==> config.mk <==
export PLATFORM = sky130hd
export DESIGN_NAME = pixel_transfer
export DESIGN_NICKNAME = d
export VERILOG_FILES = /design/src/rtl/pixel_transfer_pkg.sv /design/src/rtl/pixel_transfer_pipe_delay.sv /design/src/rtl/pixel_transfer.sv
export SDC_FILE = /design/constraint.sdc
export NUM_CORES = 1
export LEC_CHECK = 0
export BUFFER_PORTS_ARGS = -buffer_cell sky130_fd_sc_hd__clkbuf_2
export CAP_MARGIN = 30
export CORE_MARGIN = 1
export CORE_UTILIZATION = 55
export DETAILED_ROUTE_END_ITERATION = 7
export GPL_ROUTABILITY_DRIVEN = 0
export MAX_ROUTING_LAYER = met4
export PLACE_DENSITY = 0.79
export SYNTH_ARGS = -nofsm -noshare
export SYNTH_HDL_FRONTEND = slang
export SYNTH_SLANG_ARGS = --single-unit
export TNS_END_PERCENT = 100
==> constraint.sdc <==
create_clock -name clk -period 3.25 [get_ports clk]
set_clock_uncertainty 0.05 [all_clocks]
set_input_delay 0 -clock clk [delete_from_list [all_inputs] [get_ports clk]]
set_output_delay 0 -clock clk [all_outputs]
set_load 0.005 [all_outputs]
==> src/rtl/pixel_transfer_pkg.sv <==
// Shared geometry defaults, field widths and types for the pixel_transfer frame scanner.
// Default image dimensions live here so every instance agrees on them.
package pixel_transfer_pkg;

  localparam int DEF_IMG_W    = 320;
  localparam int DEF_IMG_H    = 240;
  localparam int DEF_ADDR_W   = 17;
  localparam int DEF_BROM_LAT = 2;

  localparam int PIX_W = 12;
  localparam int ROW_W = 8;
  localparam int COL_W = 9;

  typedef enum logic [1:0] {
    ST_IDLE  = 2'd0,
    ST_RUN   = 2'd1,
    ST_DRAIN = 2'd2,
    ST_DONE  = 2'd3
  } state_e;

  // Tag travelling alongside each BROM read; valid is the MSB.
  typedef struct packed {
    logic             valid;
    logic [ROW_W-1:0] row;
    logic [COL_W-1:0] col;
  } tag_t;

  localparam int TAG_W = $bits(tag_t);

endpackage

==> src/rtl/pixel_transfer_pipe_delay.sv <==
// Resettable shift register that carries {valid,row,col} alongside in-flight BROM reads.
// occupied is the OR of all stage valids and tells the scanner when the pipe has drained.
module pixel_transfer_pipe_delay #(
  parameter int WIDTH = 18,
  parameter int DEPTH = 2
) (
  input  logic             clk,
  input  logic             rst_n,
  input  logic [WIDTH-1:0] din,
  output logic [WIDTH-1:0] dout,
  output logic             occupied
);

  logic [DEPTH-1:0][WIDTH-1:0] stage_q;
  logic [DEPTH-1:0][WIDTH-1:0] stage_d;
  logic [DEPTH-1:0]            valid_vec;

  genvar gi;
  generate
    for (gi = 0; gi < DEPTH; gi++) begin : g_stage
      if (gi == 0) begin : g_head
        assign stage_d[gi] = din;
      end else begin : g_link
        assign stage_d[gi] = stage_q[gi-1];
      end
      assign valid_vec[gi] = stage_q[gi][WIDTH-1];
    end
  endgenerate

  always_ff @(posedge clk or negedge rst_n) begin
    if (!rst_n) begin
      stage_q <= '0;
    end else begin
      stage_q <= stage_d;
    end
  end

  assign dout     = stage_q[DEPTH-1];
  assign occupied = |valid_vec;

endmodule

==> src/rtl/pixel_transfer.sv <==
// Frame scanner feeding imm: raster-scans the image BROM, realigns returning data with its
// row/col tag, and holds the mask offsets latched at frame start for the whole frame.
module pixel_transfer
  import pixel_transfer_pkg::*;
#(
  parameter int IMG_W    = DEF_IMG_W,
  parameter int IMG_H    = DEF_IMG_H,
  parameter int ADDR_W   = DEF_ADDR_W,
  parameter int BROM_LAT = DEF_BROM_LAT
) (
  input  logic              clk,
  input  logic              rst_n,
  input  logic              start,
  input  logic              pause,
  input  logic [ROW_W-1:0]  mask_row_off_in,
  input  logic [COL_W-1:0]  mask_col_off_in,
  output logic              brom_en,
  output logic [ADDR_W-1:0] brom_addr,
  input  logic [PIX_W-1:0]  brom_data,
  output logic [PIX_W-1:0]  image_pixel,
  output logic [ROW_W-1:0]  pixel_row,
  output logic [COL_W-1:0]  pixel_col,
  output logic              pixel_valid,
  output logic [ROW_W-1:0]  mask_row_offset,
  output logic [COL_W-1:0]  mask_col_offset,
  output logic              busy,
  output logic              frame_done
);

  localparam logic [ROW_W-1:0] LAST_ROW = ROW_W'(IMG_H - 1);
  localparam logic [COL_W-1:0] LAST_COL = COL_W'(IMG_W - 1);

  state_e state_q, state_d;

  logic [ROW_W-1:0]  row_q, row_d;
  logic [COL_W-1:0]  col_q, col_d;
  logic [ADDR_W-1:0] addr_q, addr_d;

  logic              brom_en_q, brom_en_d;
  logic [ADDR_W-1:0] brom_addr_q, brom_addr_d;
  logic [PIX_W-1:0]  pixel_q, pixel_d;
  logic [ROW_W-1:0]  prow_q, prow_d;
  logic [COL_W-1:0]  pcol_q, pcol_d;
  logic              pvalid_q, pvalid_d;
  logic [ROW_W-1:0]  mrow_q, mrow_d;
  logic [COL_W-1:0]  mcol_q, mcol_d;

  logic              frame_start;
  logic              issue;
  logic              issue_last;
  logic [ROW_W-1:0]  issue_row;
  logic [COL_W-1:0]  issue_col;
  logic [ADDR_W-1:0] issue_addr;
  tag_t              tag_in;
  tag_t              tag_out;
  logic              pipe_busy;

  // The start cycle itself issues pixel (0,0), so brom_en rises on the first RUN cycle.
  always_comb begin
    frame_start = (state_q == ST_IDLE) && start;
    issue       = frame_start || ((state_q == ST_RUN) && !pause);
    issue_row   = row_q;
    issue_col   = col_q;
    issue_addr  = addr_q;
    if (state_q == ST_IDLE) begin
      issue_row  = '0;
      issue_col  = '0;
      issue_addr = '0;
    end
    issue_last = (issue_row == LAST_ROW) && (issue_col == LAST_COL);
    tag_in.valid = issue;
    tag_in.row   = issue_row;
    tag_in.col   = issue_col;
  end

  pixel_transfer_pipe_delay #(
    .WIDTH (TAG_W),
    .DEPTH (BROM_LAT)
  ) u_pipe_delay (
    .clk      (clk),
    .rst_n    (rst_n),
    .din      (tag_in),
    .dout     (tag_out),
    .occupied (pipe_busy)
  );

  always_ff @(posedge clk or negedge rst_n) begin
    if (!rst_n) begin
      state_q <= ST_IDLE;
    end else begin
      state_q <= state_d;
    end
  end

  always_comb begin
    state_d = state_q;
    case (state_q)
      ST_IDLE:  if (frame_start) state_d = issue_last ? ST_DRAIN : ST_RUN;
      ST_RUN:   if (issue && issue_last) state_d = ST_DRAIN;
      ST_DRAIN: if (!pipe_busy) state_d = ST_DONE;
      ST_DONE:  state_d = ST_IDLE;
      default:  state_d = ST_IDLE;
    endcase
  end

  always_comb begin
    busy       = (state_q == ST_RUN) || (state_q == ST_DRAIN);
    frame_done = (state_q == ST_DONE);
  end

  // Scan counters step without a multiplier: addr simply tracks row*IMG_W+col.
  always_comb begin
    row_d       = row_q;
    col_d       = col_q;
    addr_d      = addr_q;
    brom_en_d   = issue;
    brom_addr_d = brom_addr_q;
    if (issue) begin
      brom_addr_d = issue_addr;
      addr_d      = issue_addr + 1'b1;
      if (issue_col == LAST_COL) begin
        col_d = '0;
        row_d = issue_row + 1'b1;
      end else begin
        col_d = issue_col + 1'b1;
        row_d = issue_row;
      end
    end

    mrow_d = mrow_q;
    mcol_d = mcol_q;
    if (frame_start) begin
      mrow_d = mask_row_off_in;
      mcol_d = mask_col_off_in;
    end

    pvalid_d = tag_out.valid;
    pixel_d  = pixel_q;
    prow_d   = prow_q;
    pcol_d   = pcol_q;
    if (tag_out.valid) begin
      pixel_d = brom_data;
      prow_d  = tag_out.row;
      pcol_d  = tag_out.col;
    end
  end

  always_ff @(posedge clk or negedge rst_n) begin
    if (!rst_n) begin
      row_q       <= '0;
      col_q       <= '0;
      addr_q      <= '0;
      brom_en_q   <= 1'b0;
      brom_addr_q <= '0;
      pixel_q     <= '0;
      prow_q      <= '0;
      pcol_q      <= '0;
      pvalid_q    <= 1'b0;
      mrow_q      <= '0;
      mcol_q      <= '0;
    end else begin
      row_q       <= row_d;
      col_q       <= col_d;
      addr_q      <= addr_d;
      brom_en_q   <= brom_en_d;
      brom_addr_q <= brom_addr_d;
      pixel_q     <= pixel_d;
      prow_q      <= prow_d;
      pcol_q      <= pcol_d;
      pvalid_q    <= pvalid_d;
      mrow_q      <= mrow_d;
      mcol_q      <= mcol_d;
    end
  end

  assign brom_en         = brom_en_q;
  assign brom_addr       = brom_addr_q;
  assign image_pixel     = pixel_q;
  assign pixel_row       = prow_q;
  assign pixel_col       = pcol_q;
  assign pixel_valid     = pvalid_q;
  assign mask_row_offset = mrow_q;
  assign mask_col_offset = mcol_q;

endmodule

==> run_results.csv <==
group,metric,value,unit
global_route,grt_start_max_net_pins,67,
timing,drv_slew,0,
power_and_ir_drop,clkPwrFrac,33.9,%
clock_tree,cts_tree,"built",
critical_path,r2r_cells,8,
drt,drt-total-wl,11.17,mm
drt,drtIter0Drc,180,
drt,vias_per_cell,5.312,
timing,hold_viol,0,
clock_tree,numClockSinks,136,
power_and_ir_drop,p_sw,1.775,mW
synth,synth_commonest_cells,"136 x dfrtp_1, 51 x nand2_1, 46 x mux2_2",
synth,synth_edf_count,0,
clock_tree,cts_made_buffers,17,
layout,drive_above_1_share,33.68,%
hold_path,whs_endpoint,"mask_col_offset[1]",
synth,synth-seq-cells,136,
run_status,outcome,"complete, no violations",
clock_tree,clk_latency,0.51,ns
clock_tree,root_buffer,"clkbuf_8",
global_route,grt_pass1_wl,18.71,mm
timing,period_needed,2.640,ns
power_and_ir_drop,power,5.768,mW
global_route,grt_pass1_vias,3809,
critical_path,ff2ff_setup_slack,0.61,ns
run,cap_violations,0,
global_route,grtUsageTotal,25.26,%
die,rows,35,
synth,synth_top_area_share,63.64,%
timing,timing.final.crit_share,81.24,%
timing,hold-worst-slack,0.2097,ns
hold_path,hp-class,"in -> reg",
synth,syn_nets,457,
layout,n_fill_cell,583,
synth,ys_async_sr_fraction,100.0,%
placement,portBuffers,99,
drt,num_vias,3745,
critical_path,r2r-start,"state_q[0]",
placement,place_inst,638,
critical_path,rr_endpoint,"addr_q[14]",
critical_path,path_class,"reg -> reg",
timing,slew_headroom,36.64,%
synth,yosysSeqAreaShare,63.64,%
clock_tree,postCtsSetupRepairBufs,0,
synth,yosysWarnings,0,
drt,drc,0,
placement,hpwl,6.828,mm
synth,synth-main-ff-cell,"dfrtp_1",
layout,insertedDiodeCount,0,
synth,post-synth-top-area-cell,"dfrtp_1",
synth,synth_cell_types,44,
critical_path,critPathMaxFanout,16,
hold_path,hold_depth,3,
layout,final_core_util,75.13,%
critical_path,cp-start-kind,"flip-flop",
die,dieArea,0.01012,sq mm
critical_path,cp.arrival,2.99,ns
timing,finalSetupViolCount,0,
synth,synth.area.top_cells,"dfrtp_1 64%, mux2_2 9.7%, nand2_1 3.6%",
power_and_ir_drop,irDropWorstVdd,0.0003674,V
die,design.core.area,0.009328,sq mm
die,chipHeight,100.6,um
power_and_ir_drop,power_frac_seq,40.1,%
die,initial_core_util,57.33,%
timing,grt_setup_unrepaired,"false",
timing,fmax,378.7,MHz
power_and_ir_drop,comb_power_share,26.0,%
clock_tree,path_clk_slew,0.06,ns
clock_tree,h-tree-depth,4,
layout,syn2layout_area_growth,31.05,%
die,die_x,100.6,um
power_and_ir_drop,power.internal,3.993,mW
drt,ant_nets,0,
die,pin_count,100,
synth,synth_cells,417,
global_route,grt_overflow,0,
power_and_ir_drop,power_density,823.0,mW/mm^2
power_and_ir_drop,leakage,3.393,nW
power_and_ir_drop,p_sw_share,30.77,%
synth,yosysMostFrequentCell,"dfrtp_1",
hold_path,worstHoldStart,"mask_col_off_in[1]",
timing,fin_setup_tns,0,ns
global_route,antenna_found_initial,0,
layout,fin_nets,603,
synth,syn_area_per_cell,12.82,sq um
critical_path,end_kind,"flip-flop",
drt,firstDrtPassIters,5,
clock_tree,clock_path_buffers,2,
synth,syn_area,0.005348,sq mm
layout,final_cells,705,
timing,worstMarginPinSlew,0.9473,ns
drt,wl_per_cell,15.84,um
critical_path,cp.required,3.60,ns
==> worst max-delay path by stage <==
stage,from,endpoint,slack [ns],cells after the start
finish,state_q[0],addr_q[14],0.61,8
CTS,state_q[0],addr_q[14],0.61,8
detailed placement,state_q[0],row_q[7],0.63,8
global route,state_q[0],addr_q[14],0.35,8
global placement,state_q[0],addr_q[14],0.70,8
floorplan,state_q[0],state_q[0],0.50,11
==> sequential cells by signal, indices dropped and copies added, names as in the netlist, 9 cells and up <==
signal / flops
u_pipe_delay.dout: 18
addr_q: 17
brom_addr: 17
u_pipe_delay.stage_d: 17
image_pixel: 12
col_q: 9
mask_col_offset: 9
pixel_col: 9
==> cell usage in the layout (no fill, tap or decap), types with 2 or more instances in the layout <==
cell type,n
inv_1,10
nand4_1,4
clkbuf_2,98
o21ai_0,9
a21boi_0,4
dlygate4sd3_1,35
nand4b_1,4
a21oi_1,7
a31oi_1,2
bufinv_16,3
o22ai_1,4
a22o_1,14
clkinvlp_4,3
ha_1,7
mux2_2,46
dfrtp_1,136
nor4_1,4
inv_6,6
clkbuf_8,2
nor2_1,10
xnor2_1,6
nand3_1,8
o41ai_1,2
nand2b_1,4
buf_4,11
clkbuf_16,16
and3_1,3
o31a_1,2
o31ai_1,2
nor2b_1,20
a211oi_1,4
xor2_1,15
nand2_1,51
nor3_1,4
==> power by group through the flow <==
stage	combinational, mW	sequential [mW]	clock, mW
3_5_place_dp	1.46	2.32	0
2_1_floorplan	0.870	2.30	0
5_1_grt	1.65	2.36	2.07
3_3_place_gp	1.41	2.30	0
4_1_cts	1.50	2.30	2.00
6_report	1.50	2.31	1.95
==> cell type report <==
type | count | area (sq um) | share of cell area (%)
Tap cell | 129 | 161.4 | 2.303
Timing Repair Buffer | 145 | 950.9 | 13.57
Clock inverter | 14 | 185.2 | 2.642
Inverter | 11 | 41.29 | 0.5892
Multi-Input combinational cell | 252 | 1838 | 26.23
Sequential cell | 136 | 3403 | 48.56
Clock buffer | 18 | 427.9 | 6.106
==> through the flow <==
step | area, sq um | setup slack (ns)
after floorplan | 5348 | 0.4998
after global placement | 6017 | 0.7034
after detailed placement | 6045 | 0.6314
after CTS | 7008 | 0.6132
after global routing | 7008 | 0.3530
final | 7008 | 0.6096
==> critical path, cell delays in order, from the launching register on <==
cell     delay [ns]
dfrtp_1        0.39
inv_1          0.08
ha_1           0.38
nor2b_1        0.21
ha_1           0.20
nand3_1        0.21
nor4_1         0.63
nand3_1        0.18
xor2_1         0.20
==> cells by family (layout without fill, tap and decap cells) <==
group / count (synthesis) / in the layout / synth area share [%]
AND/OR/NAND/NOR: 120 / 120 / 11.82
flip-flops: 136 / 136 / 63.64
adder cells (fa/ha/maj): 7 / 7 / 1.638
XOR/XNOR: 21 / 21 / 3.439
AO/OA/AOI/OAI: 58 / 58 / 7.721
buffers and inverters: 29 / 188 / 2.059
multiplexers: 46 / 46 / 9.687
==> repair_timing <==
item                       4_1_cts  5_1_grt
hold buffers                    35        0
hold endpoints to repair       122        0
setup endpoints to repair        0        0
gates resized for setup          0        0
==> routing by layer <==
layer	track usage (%)	up-vias	part of all wire, %
li1	-	1751	-
met1	30.08	1862	43
met2	41.99	116	51
met3	5.964	16	3.9
met4	9.588	0	1.6
met5	-	-	0
(Power assumes the default switching activity.)
